[src/rtl/mem_access_arbiter.sv]
// RAM transaction sequencer and fetch/data arbiter for the microprogrammed ARM datapath.
// Optional define ROUND_ROBIN_EN replaces fixed data priority with alternating grants on contention.
module mem_access_arbiter #(
   parameter int unsigned ADDR_W      = 9,
   parameter int unsigned WAIT_CYCLES = 2
) (
   input  logic              clk,
   input  logic              reset,
   input  logic              if_req,
   input  logic [ADDR_W-1:0] if_addr,
   output logic [31:0]       if_rdata,
   output logic              if_moc,
   input  logic              du_req,
   input  logic              du_rw,
   input  logic [1:0]        du_size,
   input  logic [ADDR_W-1:0] du_addr,
   input  logic [31:0]       du_wdata,
   output logic [31:0]       du_rdata,
   output logic              du_moc,
   output logic              du_err,
   output logic              mem_en,
   output logic              mem_rw,
   output logic [ADDR_W-1:0] mem_addr,
   output logic [3:0]        mem_be,
   output logic [31:0]       mem_wdata,
   input  logic [31:0]       mem_rdata
);

   typedef enum logic [1:0] {IDLE, ACCESS, RESP} state_t;

   state_t            state;
   logic [3:0]        cnt;
   logic              gnt_du;
   logic              lat_rw;
   logic [1:0]        lat_size;
   logic [1:0]        lat_off;
   logic              pick_du;
   logic              du_bad;
   logic [3:0]        du_be;
   logic [31:0]       du_wrep;
   logic [31:0]       du_rd;
   logic [ADDR_W-1:0] addr_mask;

   assign addr_mask = ~ADDR_W'(3);

`ifdef ROUND_ROBIN_EN
   logic last_du;
   // On contention the port that did not win last time is granted.
   assign pick_du = du_req & (~if_req | ~last_du);
`else
   assign pick_du = du_req;
`endif

   always_comb begin
      du_bad  = 1'b0;
      du_be   = 4'b1111;
      du_wrep = du_wdata;
      case (du_size)
         2'b00: begin
            du_be   = 4'b1000 >> du_addr[1:0];
            du_wrep = {4{du_wdata[7:0]}};
         end
         2'b01: begin
            du_bad  = du_addr[0];
            du_be   = du_addr[1] ? 4'b0011 : 4'b1100;
            du_wrep = {2{du_wdata[15:0]}};
         end
         2'b10:   du_bad = |du_addr[1:0];
         default: du_bad = 1'b1;
      endcase
   end

   // Big-endian lane extraction: offset 0 lives in the top byte.
   always_comb begin
      du_rd = mem_rdata;
      case (lat_size)
         2'b00:   du_rd = {24'h0, mem_rdata[{~lat_off, 3'b000} +: 8]};
         2'b01:   du_rd = {16'h0, lat_off[1] ? mem_rdata[15:0] : mem_rdata[31:16]};
         default: du_rd = mem_rdata;
      endcase
   end

   always_ff @(posedge clk or negedge reset) begin
      if (!reset) begin
         state     <= IDLE;
         cnt       <= '0;
         gnt_du    <= 1'b0;
         lat_rw    <= 1'b0;
         lat_size  <= '0;
         lat_off   <= '0;
         if_rdata  <= '0;
         if_moc    <= 1'b0;
         du_rdata  <= '0;
         du_moc    <= 1'b0;
         du_err    <= 1'b0;
         mem_en    <= 1'b0;
         mem_rw    <= 1'b0;
         mem_addr  <= '0;
         mem_be    <= '0;
         mem_wdata <= '0;
`ifdef ROUND_ROBIN_EN
         last_du   <= 1'b0;
`endif
      end else begin
         if_moc <= 1'b0;
         du_moc <= 1'b0;
         du_err <= 1'b0;
         case (state)
            IDLE: begin
               if (du_req || if_req) begin
                  gnt_du <= pick_du;
`ifdef ROUND_ROBIN_EN
                  last_du <= pick_du;
`endif
                  if (pick_du) begin
                     lat_rw   <= du_rw;
                     lat_size <= du_size;
                     lat_off  <= du_addr[1:0];
                     if (du_bad) begin
                        du_moc <= 1'b1;
                        du_err <= 1'b1;
                        state  <= RESP;
                     end else begin
                        mem_en    <= 1'b1;
                        mem_rw    <= du_rw;
                        mem_addr  <= du_addr & addr_mask;
                        mem_be    <= du_be;
                        mem_wdata <= du_wrep;
                        cnt       <= 4'(WAIT_CYCLES - 1);
                        state     <= ACCESS;
                     end
                  end else begin
                     lat_rw    <= 1'b1;
                     mem_en    <= 1'b1;
                     mem_rw    <= 1'b1;
                     mem_addr  <= if_addr & addr_mask;
                     mem_be    <= 4'b1111;
                     mem_wdata <= '0;
                     cnt       <= 4'(WAIT_CYCLES - 1);
                     state     <= ACCESS;
                  end
               end
            end
            ACCESS: begin
               if (cnt == '0) begin
                  mem_en <= 1'b0;
                  if (gnt_du) begin
                     du_moc <= 1'b1;
                     if (lat_rw) du_rdata <= du_rd;
                  end else begin
                     if_moc   <= 1'b1;
                     if_rdata <= mem_rdata;
                  end
                  state <= RESP;
               end else begin
                  cnt <= cnt - 4'd1;
               end
            end
            default: state <= IDLE;
         endcase
      end
   end

endmodule

[config.mk]
export PLATFORM = sky130hd
export DESIGN_NAME = mem_access_arbiter
export DESIGN_NICKNAME = d
export VERILOG_FILES = /design/src/rtl/mem_access_arbiter.sv
export SDC_FILE = /design/constraint.sdc
export NUM_CORES = 1
export LEC_CHECK = 0
export ABC_AREA = 1
export CORE_ASPECT_RATIO = 2
export CORE_MARGIN = 5
export CORE_UTILIZATION = 50
export CTS_CLUSTER_DIAMETER = 80
export CTS_CLUSTER_SIZE = 16
export DETAILED_ROUTE_END_ITERATION = 10
export DONT_BUFFER_PORTS = 1
export GPL_ROUTABILITY_DRIVEN = 1
export SYNTH_ARGS = -nofsm -noshare
export SYNTH_HDL_FRONTEND = slang
export SYNTH_SLANG_ARGS = --single-unit
export TNS_END_PERCENT = 50
[constraint.sdc]
create_clock -name clk -period 3.1 [get_ports clk]
set_input_delay 0.62 -clock clk [delete_from_list [all_inputs] [get_ports clk]]
set_output_delay 0.62 -clock clk [all_outputs]
set_load 0.02 [all_outputs]
* After elaboration in Yosys (flattened, before gate mapping)
Cells that the tools add are included.
** Word-level totals
- Bits in registers :: 126
- Output and inout port bits :: 114
- Bits of input ports :: 89
** Cells by class
- Add/sub/neg operators :: 1
- Equal/unequal tests :: 9
- Shift operators :: 2
- Bitwise gates (word level) :: 2
- Reductions and logical operators :: 15
- Muxes and demuxes :: 40
** Operators by type and width (number)
- $pmux W32 S2 :: 2
- $mux W32 :: 2
- $shiftx A32 B6 Y8 :: 1
- $mux W4 :: 7
- $mux W9 :: 2
- $mux W1 :: 16
- $mux W16 :: 1
- $pmux W4 S2 :: 2
- $reduce_and A4 Y1 :: 3
- $reduce_and A3 Y1 :: 3
- $mux W2 :: 4
- $ne A2 B2 Y1 const B :: 4
- $eq A2 B1 Y1 const B :: 3
- $logic_not A2 Y1 :: 3
- $logic_not A4 Y1 :: 1
- $pmux W1 S2 :: 2
- $pmux W2 S2 :: 1
- $reduce_and A2 Y1 :: 2
- $shr A4 B2 Y4 const A :: 1
- $sub A4 B1 Y4 const B :: 1
- $ne A3 B3 Y1 const B :: 1
- $pmux W1 S3 :: 1
- $eq A2 B2 Y1 const B :: 1
- $not A2 Y2 :: 1
- other kinds (4) :: 4

* Depth between registers and ports, before layout
Gate-level depths: netlist (run 1).
- Depth after elaboration :: 6
- Depth in mapped cells :: 9
- Mapped depth without buffers :: 7

* Worst setup path before layout (run 1)
Ideal clock, no wire load.
- Path type :: input port to flip-flop
- Start :: input port du_req
- End :: register mem_be[0]
- Arrival :: 1.496 ns
- Setup time :: 0.127 ns
- Stages on the path :: 7
- Required time :: 2.973 ns
- Path buffers :: 2
- Slack :: 1.477 ns
- Cell sequence :: buf_4 -> inv_1 -> buf_6 -> nor2_2 -> inv_1 -> a21oi_1 -> o21ai_0
** Between the ends
- Word-level cells in the longest chain between the ends :: 2
- Elaborated cells between the ends (all ways) :: 4
- Classes of those cells :: eq/ne (1); mux (1); reduce/logical (2)
** RTL lines
- start: declaration :: RTL line 13 : input logic du_req,
- $ne A2 B2 Y1 (no source line) or $logic_or A1 B1 Y1 (tied branches)
- $reduce_and A3 Y1 (no source line)
- end signal: assignment :: RTL line 127 : mem_be <= du_be;
- end: declaration :: RTL line 24 : output logic [3:0] mem_be,
Parallel ways exist; a longest one is shown, timed or not.
A chain may end at the register's enable or synchronous reset.

* Worst setup path after layout (run 1)
- Start :: register lat_size[1]
- End :: register du_rdata[10]
** Between the ends
- Word-level cells in the longest chain between the ends :: 2
- Elaborated cells between the ends (all ways) :: 3
- Classes of those cells :: eq/ne (1); mux (1); reduce/logical (1)
** RTL lines
- start: declaration :: RTL line 35 : logic [1:0] lat_size;
- start signal: assignment :: RTL line 117 : lat_size <= du_size;
- $eq A2 B1 Y1 or $logic_not A2 Y1 (tied branches) :: RTL line 76 : case (lat_size)
- $pmux W32 S2 (*) :: RTL line 76
- end signal: assignment :: RTL line 149 : if (lat_rw) du_rdata <= du_rd;
- end: declaration :: RTL line 18 : output logic [31:0] du_rdata,
Mark *: on every way between the ends. The rest lies on a longest branch, timed or not.

==> run summary, run 1 <==
The run finished, with violations left. The final reports fail on hold timing. sky130_fd_sc_hd__dfrtp_1 takes more of the synthesized area than any other cell. The via count of the first global-routing pass came out at 4723. The cell area that synthesis handed to floorplanning was 0.00565 sq mm. Max-cap violations in this run came to 0. The maximum fanout along the worst path is 32. The minimum clock period is 2.04 ns. The initial antenna violation count is 0.

The starting DRC count in detailed routing came out at 277. The worst-case hold slack is -0.102 ns. The wire length reported by the detailed router came out at 16.7 mm.

By area the synthesized netlist is led by sky130_fd_sc_hd__dfrtp_1 55%, sky130_fd_sc_hd__nand2_1 16%, sky130_fd_sc_hd__o21ai_0 7.8%. IR analysis of the VDD net gives a maximum drop of 501 uV. The clock skew after layout came out at 0.0108 ns. The clock passes through at most 2 buffers. The number of endpoints with negative hold slack in the final report came out at 124. The H-tree generated during clock tree synthesis spans 4 levels. The multi-input combinational cells in the finished layout cover a total of 0.00215 sq mm.

The worst slew margin relative to its limit is 26.2%. Dividing the detail-routed via count by the number of cells gives 5.53. Summed over all cells, the static leakage comes to 3.11 nW. The fraction of layout instances using a drive strength above 1 is 6.89%. The count of boundary I/O pins is 203.

The layout-stage area growth over the synthesis result is 12.0%. The total CTS buffers is 17. The first-pass GRT wire length is 26.1 mm.

The sequential cell fraction of total power is 50.7%. The area share of the largest cell type after synthesis came out at 54.9%. The horizontal die dimension came out at 85.2 um. The combinational share of power is 20.3%. The post-CTS setup repair buffer count is 0. The number of diodes is 0. The number of flops mapped to enable cells by yosys is 0. Per report_power, the clock group accounts for 29.0% of the total. The critical path data required time came out at 3.37 ns.

The post-detailed-route DRC marker count is 0. After clock tree synthesis, the clock-pin slew on the worst setup and hold paths is 0.06 ns. The switching power came out at 3.28 mW.

The die is 160 um tall. Entering global routing, the biggest net connects 125 pins. The capturing element type of the critical path is a flip-flop. The final critical path takes up 65.8% of the cycle.

The proportion of synthesized chip area in sequential cells is 54.9%. The number of distinct library cells after synthesis is 26. Counting every sink on the clock net gives 124.

For this run, the number of Yosys warnings is 0. The average cell area after synthesis came out at 8.31 sq um. The arrival time at the worst endpoint is 2.31 ns. The starting density of the core is 50.4%. After floorplanning, the core was divided into 55 placement rows. The highest clock frequency the design can meet came out at 490 MHz.

After technology mapping, the gate count stands at 680. Among all flip-flop cells after synthesis, the most frequent one is sky130_fd_sc_hd__dfrtp_1. The full die area is 0.0137 sq mm. By count the netlist is led by 243 x sky130_fd_sc_hd__nand2_1, 124 x sky130_fd_sc_hd__dfrtp_1, 88 x sky130_fd_sc_hd__o21ai_0, 44 x sky130_fd_sc_hd__inv_1, 37 x sky130_fd_sc_hd__nor2_1.

Setup repair after global routing left no endpoint under its margin. The max-slew violation count is 0. The proportion of synthesized flip-flops having asynchronous set or reset is 100%. The total congestion overflow after global routing is 0. The fraction of the core area covered by cells at the end of the flow came out at 56.4%.

The total area of sequential cells is 0.00310 sq mm. The final critical-path setup slack is 1.06 ns. The overall power of the completed layout came out at 7.64 mW. The number of inserted filler cells in the final layout came out at 1026. The number of detailed-route iterations in the first pass came out at 5. During placement, the flow inserted port buffers numbering 0.

The core region is 0.0112 sq mm. The HPWL after detailed placement is 12.4 mm. The global placer's final weighted congestion came out at 0.863.

Net switching is 42.9% of the power. The number of storage elements in the synthesis netlist came out at 124. The later pin in the worst-skew pair is clocked with a latency of 0.41 ns.

The most frequently used cell type in the post-synthesis netlist is sky130_fd_sc_hd__nand2_1. STA classifies the critical path startpoint as a flip-flop. The type of the worst min-delay path is in -> async. The power density over the cells came out at 1210 mW/mm^2. CTS placed an instance of sky130_fd_sc_hd__clkbuf_16 at the clock tree root. The internal portion of the total power is 4.36 mW.

The all-layer global routing usage is 25.1%. The number of setup violations in the final report came out at 0. Setup total negative slack on the finished layout was measured at 0 ns. TritonCTS built the clock tree. In the final routed layout, each cell accounts on average for 20.2 um. For the pin with the worst max-slew slack, the measured transition is 1.11 ns. The category of the critical setup timing path is reg -> reg. The post-layout net count came out at 759. The detail route stage leaves a number of antenna-violating nets equal to 0. The worst-case setup slack after placement is 0.912 ns.

The detailed-route via count came out at 4557. The count of cells resized by post-cts repair is 0.
final timing paths:
| check | start | to | slack, ns | depth (start not counted) |
|---|---|---|---|---|
| worst max-delay path | lat_size[1] | du_rdata[10] | 1.06 | 3 |
| worst min-delay path | reset | du_rdata[18] | -0.10 | 0 |
| worst max register to register | lat_size[1] | du_rdata[10] | 1.06 | 3 |
| worst min register to register | lat_rw | lat_rw | 0.48 | 2 |
| max in group asynchronous | reset | mem_wdata[23] | 3.04 | 0 |
| min in group clk | mem_rdata[13] | if_rdata[13] | 0.32 | 2 |
kinds of logic (layout without fill, tap and decap cells):
family / after synthesis / after routing / synth area share, %
AO/OA/AOI/OAI: 136 / 136 / 12.9
adder cells (fa/ha/maj): 1 / 1 / 0.221
buffers and inverters: 84 / 85 / 7.15
flip-flops: 124 / 124 / 54.9
multiplexers: 7 / 7 / 1.24
other: 1 / 2 / 0.0664
AND/OR/NAND/NOR: 327 / 327 / 23.5
worst max-delay path, cell delays in order (launching register included):
cell and delay (ns):
sky130_fd_sc_hd__dfrtp_1 1.07, sky130_fd_sc_hd__nor2_1 0.39, sky130_fd_sc_hd__a22oi_1 0.32, sky130_fd_sc_hd__o21ai_0 0.11
cell type report:
class | instances | share of cell area (%)
Inverter | 48 | 2.85
Timing Repair Buffer | 5 | 0.989
Clock inverter | 14 | 3.62
Tap cell | 142 | 2.81
Sequential cell | 124 | 49.0
Clock buffer | 18 | 6.78
Multi-Input combinational cell | 473 | 33.9
cell usage in the layout, fill, tap and decap left out, drive strengths merged:
cell type and n:
inv 55, dfrtp 124, nand3 32, clkbuf 18
ha 1, clkinv 2, a22oi 12, conb 2
nand4 1, o211ai 6, mux2i 7, nor3 7
nor2 42, bufinv 5, nor4 1, o21ai 88
buf 5, nand2 243, a21oi 28, nand3b 1
o22ai 2
through the flow:
stage	cell area, sq um	cells
final	6330	824
after global routing	6330	824
after CTS	6330	824
after detailed placement	5670	792
after global placement	5670	792
after floorplan	5650	681
sequential cells by signal, summed over array words and instances, names as in the netlist:
name,count
state,2
if_moc,1
lat_rw,1
du_rdata,32
cnt,4
mem_be,4
mem_en,1
mem_wdata,32
if_rdata,32
mem_addr,7
du_moc,1
mem_rw,1
du_err,1
gnt_du,1
lat_size,2
lat_off,2
metal layers:
layer	track usage (%)	share of wire [%]	vias to the layer above
li1	-	-	2170
met1	24.1	31	2144
met2	45.8	57	210
met3	8.21	8.4	33
met4	13.4	4.4	0
met5	0	0	-
power by group through the flow:
stage	sequential, mW	clock, mW	combinational (mW)
floorplan	3.54	0	1.39
global placement	3.90	0	1.48
detailed placement	3.91	0	1.55
CTS	3.89	2.26	1.56
global route	3.97	2.34	1.83
finish	3.87	2.22	1.55
No activity file was read; power rests on OpenSTA's default activity.
==> run 2, diff against run 1 <==
--- a/config.mk
+++ b/config.mk
@@ -14,6 +14,7 @@
 export DETAILED_ROUTE_END_ITERATION = 10
 export DONT_BUFFER_PORTS = 1
 export GPL_ROUTABILITY_DRIVEN = 1
+export PLACE_DENSITY = 0.68
 export SYNTH_ARGS = -nofsm -noshare
 export SYNTH_HDL_FRONTEND = slang
 export SYNTH_SLANG_ARGS = --single-unit
==> constraint.sdc (replaced) <==
create_clock -name clk -period 1.7 [get_ports clk]
set_input_delay 0.34 -clock clk [delete_from_list [all_inputs] [get_ports clk]]
set_output_delay 0.34 -clock clk [all_outputs]
set_load 0.02 [all_outputs]
==> run 2 against run 1 <==
The flow still finishes with violations (hold timing). Combinational power up 110%. Sequential share of layout area shrank 0.23 points. Clock power up 65%. Global-route usage rose by 0.19 points. Count of clock-buffer cells in the layout rose by 1. Worst hold slack got worse by 0.27 ns. Non-clock buffer count is 9 higher. Maximum frequency up 32%. Critical path depth increased by 4. Register-to-register slack worse by 0.91 ns. Critical path type unchanged. Largest cell class unchanged. Highest routed layer unchanged.
==> run summary, run 2 (synthesized netlist as in run 1, its figures left out) <==
The pin count of the biggest net entering global routing came out at 125 (unchanged). The post-CTS setup repair buffer count is 0 (unchanged). Chain of cells forming the critical path: inv_1 > ha_1 > nand3_2 > nor2_4 > buf_12 > nor2_1 > a21oi_1 (was nor2_1 > a22oi_1 > o21ai_0). The via count of the first global-routing pass came out at 4878 (was 4723).

The clock transition time at the flip-flop clock pins of the worst setup and hold paths came out at 0.06 ns (about the same). The highest clock frequency the design can meet is 646 MHz (was 490 MHz). The worst-case hold slack is -0.376 ns (was -0.102 ns). The arrival time at the worst endpoint came out at 1.87 ns (was 2.31 ns). Result of the run: complete, but fails checks (unchanged).

The all-layer global routing usage is 25.3% (was 25.1%). The max-slew violation count is 0 (unchanged). The post-layout net count came out at 768 (was 759). The reported max-cap violation count is 0 (unchanged).

Violations in the final reports: hold timing (unchanged). The row count is 55 (unchanged). The worst slew margin relative to its limit is 51.1% (was 26.2%).

The number of endpoints with negative hold slack in the final report came out at 124 (unchanged). The number of setup violations in the final report is 0 (unchanged). The number of inserted filler cells in the final layout is 1027 (was 1026). The type of the worst min-delay path is in -> async (unchanged). The number of nets still failing antenna checks after routing is 0 (unchanged). The category of the critical setup timing path is reg -> reg (unchanged). The layout-stage area growth over the synthesis result came to 12.5% (was 12.0%). The leakage power summed over all cells came out at 3.12 nW (was 3.11 nW).

The per-cell routed wire length came out at 20.3 um (was 20.2 um). The core outline area came to 0.0112 sq mm (unchanged). The delay contributed by the slowest stage of the critical path came out at 0.41 ns (was 1.07 ns).

The aggregate negative setup slack came to 0 ns (unchanged). The number of detailed-route iterations in the first pass is 6 (was 5). The full die area came out at 0.0137 sq mm (unchanged). The startpoint class of the critical path was a flip-flop (unchanged). The number of clock sinks seen by CTS came out at 124 (unchanged).

Most used cells in the layout excluding fill and tap cells: 243 x sky130_fd_sc_hd__nand2_1, 124 x sky130_fd_sc_hd__dfrtp_1, 88 x sky130_fd_sc_hd__o21ai_0, 44 x sky130_fd_sc_hd__inv_1, 37 x sky130_fd_sc_hd__nor2_1 (unchanged). The starting DRC count in detailed routing is 349 (was 277). The per-cell via count in the routed design came out at 5.63 (was 5.53). The starting density of the core came out at 50.4% (unchanged). The detailed-route via count came to 4693 (was 4557). The number of diodes came out at 0 (unchanged).

The wire length reported by the detailed router came out at 16.9 mm (was 16.7 mm). The part of the cycle the worst path needs came out at 91.0% (was 65.8%). The minimum clock period came out at 1.55 ns (was 2.04 ns). The cell at the slowest stage of the critical path is sky130_fd_sc_hd__dfrtp_1 (unchanged).

The chip height came out at 160 um (unchanged). The number of buffers added on ports is 0 (unchanged). The horizontal die dimension is 85.2 um (unchanged). The initial antenna violation count is 0 (unchanged). The first-pass GRT wire length is 26.6 mm (was 26.1 mm). The power density over the cells came out at 2170 mW/mm^2 (was 1210 mW/mm^2). The total CTS buffers came to 17 (unchanged).

The master cell of the clock root buffer is sky130_fd_sc_hd__clkbuf_16 (unchanged). The fraction of layout instances using a drive strength above 1 came out at 7.96% (was 6.89%). The total congestion overflow after global routing was 0 (unchanged). The global placer's final weighted congestion came out at 0.937 (was 0.863).

The count of boundary I/O pins is 203 (unchanged). Largest registers ranked by flip-flop count: du_rdata x32, if_rdata x32, mem_wdata x32 (unchanged). RSZ-0062 raised after global routing: false (unchanged). The capturing element type of the critical path is a flip-flop (unchanged). The maximum fanout along the worst path came out at 49 (was 32).

The overall power of the completed layout is 13.8 mW (was 7.64 mW). The maximum level of the CTS H-tree was 4 (unchanged). The maximum resistive drop on vdd came to 988 uV (was 501 uV). The critical path data required time is 2.03 ns (was 3.37 ns). The sum of net half-perimeters after detailed placement is 12.7 mm (was 12.4 mm).

The post-detailed-route DRC marker count came out at 0 (unchanged). The source-to-sink clock delay at the later pin of the worst-skew pair is 0.41 ns (about the same). The most common library cell in the layout ignoring fill and taps was sky130_fd_sc_hd__nand2_1 (unchanged). The clock skew after layout came out at 0.00916 ns (was 0.0108 ns). The maximum root-to-sink buffer count is 2 (unchanged).

The TritonCTS clock tree is built (unchanged). The actual transition at the worst max-transition pin came out at 0.734 ns (was 1.11 ns).
[run 2: power by group]
part / internal, mW / switching, mW / total [mW]
combinational: 1.17 / 2.15 / 3.32
clock: 2.31 / 1.36 / 3.67
sequential: 4.27 / 2.55 / 6.81
[run 2: layer usage]
metal	vias up	global-route usage, %	share of wire, %
li1	2185	-	-
met1	2195	24.6	30
met2	264	45.4	55
met3	49	7.85	9.7
met4	0	15.0	5.8
met5	-	0	0
[run 2: final cells by class]
| type | instances | area (sq um) | share of cell area (%) |
|---|---|---|---|
| clock buffers | 19 | 433 | 6.81 |
| repair buffers | 14 | 146 | 2.30 |
| clock inverters | 13 | 169 | 2.66 |
| flip-flops and latches | 124 | 3100 | 48.8 |
| inverters | 48 | 183 | 2.87 |
| well taps | 142 | 178 | 2.79 |
| multi-input cells | 473 | 2150 | 33.8 |
[run 2: worst max-delay path, delay by kind of cell, from the launching register on]
family,cells,cell delay (ns)
DFF,1,0.41
and+or+nand+nor,3,0.38
buffers and inverters,2,0.30
adders and majority gates,1,0.21
AOI/OAI and AO/OA,1,0.14
[run 2: final timing paths]
path,start,end,slack [ns],depth (start not counted)
max,cnt[0],if_rdata[9],0.15,7
min in group clk,mem_rdata[10],if_rdata[10],0.05,2
max in group asynchronous,reset,cnt[0],1.90,0
min,reset,if_rdata[23],-0.38,0
min reg2reg,lat_rw,lat_rw,0.50,2
max reg2reg,cnt[0],if_rdata[9],0.15,7
[run 2: per-stage QoR]
step	hold slack (ns)	setup WS (ns)	util, %	instance area, sq um	std cells
2_1_floorplan	0.0444	0.267	-	5650	681
3_3_place_gp	0.0474	0.0453	51.3	5750	801
3_5_place_dp	0.0475	0.00243	51.3	5750	801
4_1_cts	-0.391	0.0936	56.6	6350	833
5_1_grt	-0.399	0.0200	56.7	6360	833
6_report	-0.376	0.153	56.7	6360	833
[run 2: what timing repair did]
item | 4_1_cts | 5_1_grt
endpoints found under the setup margin | 4 | 3
gates resized for setup | 1 | 1
pin swaps | 0 | 0
hold endpoints to repair | 124 | 124
==> run 3, diff against run 2 <==
--- a/config.mk
+++ b/config.mk
@@ -8,13 +8,12 @@
 export ABC_AREA = 1
 export CORE_ASPECT_RATIO = 2
 export CORE_MARGIN = 5
-export CORE_UTILIZATION = 50
+export CORE_UTILIZATION = 30
 export CTS_CLUSTER_DIAMETER = 80
 export CTS_CLUSTER_SIZE = 16
 export DETAILED_ROUTE_END_ITERATION = 10
 export DONT_BUFFER_PORTS = 1
 export GPL_ROUTABILITY_DRIVEN = 1
-export PLACE_DENSITY = 0.68
 export SYNTH_ARGS = -nofsm -noshare
 export SYNTH_HDL_FRONTEND = slang
 export SYNTH_SLANG_ARGS = --single-unit
==> run 3 against run 2 <==
The run still ends with hold timing left. Critical path type unchanged. Register-to-register slack improved by 0.02 ns. Critical endpoint is now du_rdata[3]. Worst hold slack worse by 0.0053 ns. Flip-flop and latch count stayed put. Global-route usage down 8.2 points. Sequential power rose by 1%. Largest cell class unchanged.
==> run summary, run 3 (synthesized netlist as in run 1, its figures left out) <==
The final critical-path setup slack is 0.170 ns (was 0.153 ns). The maximum root-to-sink buffer count is 2 (unchanged). The TritonCTS clock tree is built (unchanged).

The full die area came out at 0.0218 sq mm (was 0.0137 sq mm). The type of the worst min-delay path is in -> async (unchanged). The maximum level of the CTS H-tree was 4 (unchanged). The max-slew violation count was 0 (unchanged).

The per-cell routed wire length came to 19.9 um (was 20.3 um). The family of cells with the greatest summed delay on the critical path is simple AND/OR/NAND/NOR gates (was flip-flops). The post-layout net count came out at 771 (was 768).

The core outline area came out at 0.0187 sq mm (was 0.0112 sq mm). The overall power of the completed layout came out at 13.9 mW (was 13.8 mW). The beginning of the worst register-to-register path is cnt[0] (unchanged).

The horizontal die dimension is 107 um (was 85.2 um). The delay contributed by the slowest stage of the critical path is 0.40 ns (was 0.41 ns). The total CTS buffers was 17 (unchanged). The cell total after placement is 881 (was 801). The leakage power summed over all cells was 3.14 nW (was 3.12 nW). The number of inserted filler cells in the final layout came out at 1947 (was 1027). The actual transition at the worst max-transition pin is 0.701 ns (was 0.734 ns). The worst reg-to-reg setup slack is 0.17 ns (was 0.15 ns).

The number of diodes is 0 (unchanged). The chip height is 204 um (was 160 um). The sum of net half-perimeters after detailed placement is 13.6 mm (was 12.7 mm). The layout-stage area growth over the synthesis result is 14.3% (was 12.5%). The worst-case setup slack after placement came to -0.000151 ns (was 0.00243 ns).

The library cell appearing most often on the critical path is sky130_fd_sc_hd__nand2_1. The arrival time at the worst endpoint is 1.88 ns (was 1.87 ns). The number of buffers added on ports is 0 (unchanged). The number of cells on the worst reg-to-reg path is 7 (unchanged). Most used cells in the layout excluding fill and tap cells: 243 x sky130_fd_sc_hd__nand2_1, 124 x sky130_fd_sc_hd__dfrtp_1, 88 x sky130_fd_sc_hd__o21ai_0, 44 x sky130_fd_sc_hd__inv_1, 36 x sky130_fd_sc_hd__nor2_1 (was 243 x sky130_fd_sc_hd__nand2_1, 124 x sky130_fd_sc_hd__dfrtp_1, 88 x sky130_fd_sc_hd__o21ai_0, 44 x sky130_fd_sc_hd__inv_1, 37 x sky130_fd_sc_hd__nor2_1). The most common library cell in the layout ignoring fill and taps is sky130_fd_sc_hd__nand2_1 (unchanged). The endpoint of the worst-slack reg-to-reg timing path is du_rdata[3] (was if_rdata[9]).

The fraction of the core area covered by cells at the end of the flow is 34.6% (was 56.7%). The post-CTS setup repair buffer count is 0 (unchanged). The global placer's final weighted congestion came out at 0.789 (was 0.937). The master cell of the clock root buffer is sky130_fd_sc_hd__clkbuf_16 (unchanged). The minimum clock period is 1.53 ns (was 1.55 ns). The part of the cycle the worst path needs was 90.0% (was 91.0%).

The count of boundary I/O pins is 203 (unchanged). The cell at the slowest stage of the critical path is sky130_fd_sc_hd__dfrtp_1 (unchanged). The source-to-sink clock delay at the later pin of the worst-skew pair came to 0.41 ns (about the same).

The reported max-cap violation count is 0 (unchanged). The fraction of layout instances using a drive strength above 1 is 8.50% (was 7.96%). The number of nets still failing antenna checks after routing came out at 0 (unchanged). The highest clock frequency the design can meet was 654 MHz (was 646 MHz). The via count of the first global-routing pass was 4605 (was 4878). The category of the critical setup timing path is reg -> reg (unchanged).

The number of endpoints with negative hold slack in the final report came out at 124 (unchanged). The row count is 71 (was 55). The number of clock sinks seen by CTS came out at 124 (unchanged).

The startpoint class of the critical path is a flip-flop (unchanged). The per-cell via count in the routed design is 4.92 (was 5.63). The capturing element type of the critical path is a flip-flop (unchanged).

The power density over the cells was 2150 mW/mm^2 (was 2170 mW/mm^2). The clock skew after layout is 0.00633 ns (was 0.00916 ns). The initial antenna violation count is 0 (unchanged).

The all-layer global routing usage came out at 17.1% (was 25.3%). The starting DRC count in detailed routing came to 224 (was 349). The worst slew margin relative to its limit is 53.1% (was 51.1%). The critical path data required time is 2.05 ns (was 2.03 ns).

RSZ-0062 raised after global routing: false (unchanged). Largest registers ranked by flip-flop count: du_rdata x32, if_rdata x32, mem_wdata x32 (unchanged). The first-pass GRT wire length is 27.8 mm (was 26.6 mm). The starting density of the core is 30.3% (was 50.4%). The number of setup violations in the final report came out at 0 (unchanged). The maximum fanout along the worst path was 28 (was 49). The number of detailed-route iterations in the first pass came out at 4 (was 6). The post-detailed-route DRC marker count came to 0 (unchanged). The count of buffer and inverter cells on the critical path came to 2 (unchanged). Result of the run: complete, but fails checks (unchanged). The detailed-route via count came out at 4491 (was 4693). The total congestion overflow after global routing is 0 (unchanged). The wire length reported by the detailed router was 18.2 mm (was 16.9 mm).

The number of cells in the finished layout apart from fillers came out at 913 (was 833). The pin count of the biggest net entering global routing came out at 125 (unchanged). Violations in the final reports: hold timing (unchanged).

The worst-case hold slack is -0.381 ns (was -0.376 ns). The maximum resistive drop on vdd is 746 uV (was 988 uV). Chain of cells forming the critical path: inv_1 > ha_1 > nand3_2 > nor2_4 > buf_6 > nand2_1 > nand2_1 (was inv_1 > ha_1 > nand3_2 > nor2_4 > buf_12 > nor2_1 > a21oi_1). The clock transition time at the flip-flop clock pins of the worst setup and hold paths came out at 0.06 ns (about the same).
-- run 3: cell types whose count changed in the layout (fill, tap and decap cells not counted) --
cell                         before  now
sky130_fd_sc_hd__buf_4           10   15
sky130_fd_sc_hd__inv_6            1    0
sky130_fd_sc_hd__buf_12           3    1
sky130_fd_sc_hd__clkinv_2         1    6
sky130_fd_sc_hd__clkinvlp_4       4    2
sky130_fd_sc_hd__bufinv_16        3    4
sky130_fd_sc_hd__clkinv_4         4    1
sky130_fd_sc_hd__nor2_1          37   36
sky130_fd_sc_hd__nor2_2           1    2
-- run 3: worst max path at each step --
stage	endpoint	cells past startpoint	start	slack, ns
6_report	du_rdata[3]	7	cnt[0]	0.17
5_1_grt	if_rdata[19]	7	cnt[0]	0.03
4_1_cts	du_rdata[3]	7	cnt[0]	0.09
3_5_place_dp	du_rdata[14]	6	cnt[0]	-0.0002
3_3_place_gp	du_rdata[13]	6	cnt[0]	0.01
2_1_floorplan	du_rdata[13]	9	cnt[0]	0.27
-- run 3: layout make-up --
class	count	area [sq um]	share of cell area, %
clock buffers	19	433	6.70
clock inverters	13	174	2.69
inverters	48	183	2.83
multi-input cells	473	2150	33.3
flip-flops and latches	124	3100	48.0
well taps	219	274	4.24
repair buffers	17	144	2.23
-- run 3: power by group --
part,internal [mW],switching (mW),leakage (nW)
Clock,2.44,1.37,0.296
Combinational,1.14,2.01,1.33
Sequential,4.27,2.63,1.51
-- run 3: stage by stage --
stage               area (sq um)  hold slack, ns    TNS, ns
CTS                         6450          -0.406          0
global placement            5840          0.0482          0
global route                6460          -0.407          0
detailed placement          5840          0.0476  -0.000151
finish                      6460          -0.381          0
floorplan                   5650          0.0444          0
-- run 3: repair_timing --
| action | 4_1_cts | 5_1_grt |
|---|---|---|
| setup endpoints to repair | 2 | 49 |
| hold endpoints to repair | 124 | 124 |
| gates resized for setup | 1 | 2 |
-- run 3: layer usage --
metal	global-route usage, %	vias up	share of wire [%]
met5	0	-	0
met4	7.86	0	3.0
met3	5.85	20	8.4
met2	31.7	176	56
met1	16.7	2097	33
li1	-	2198	-
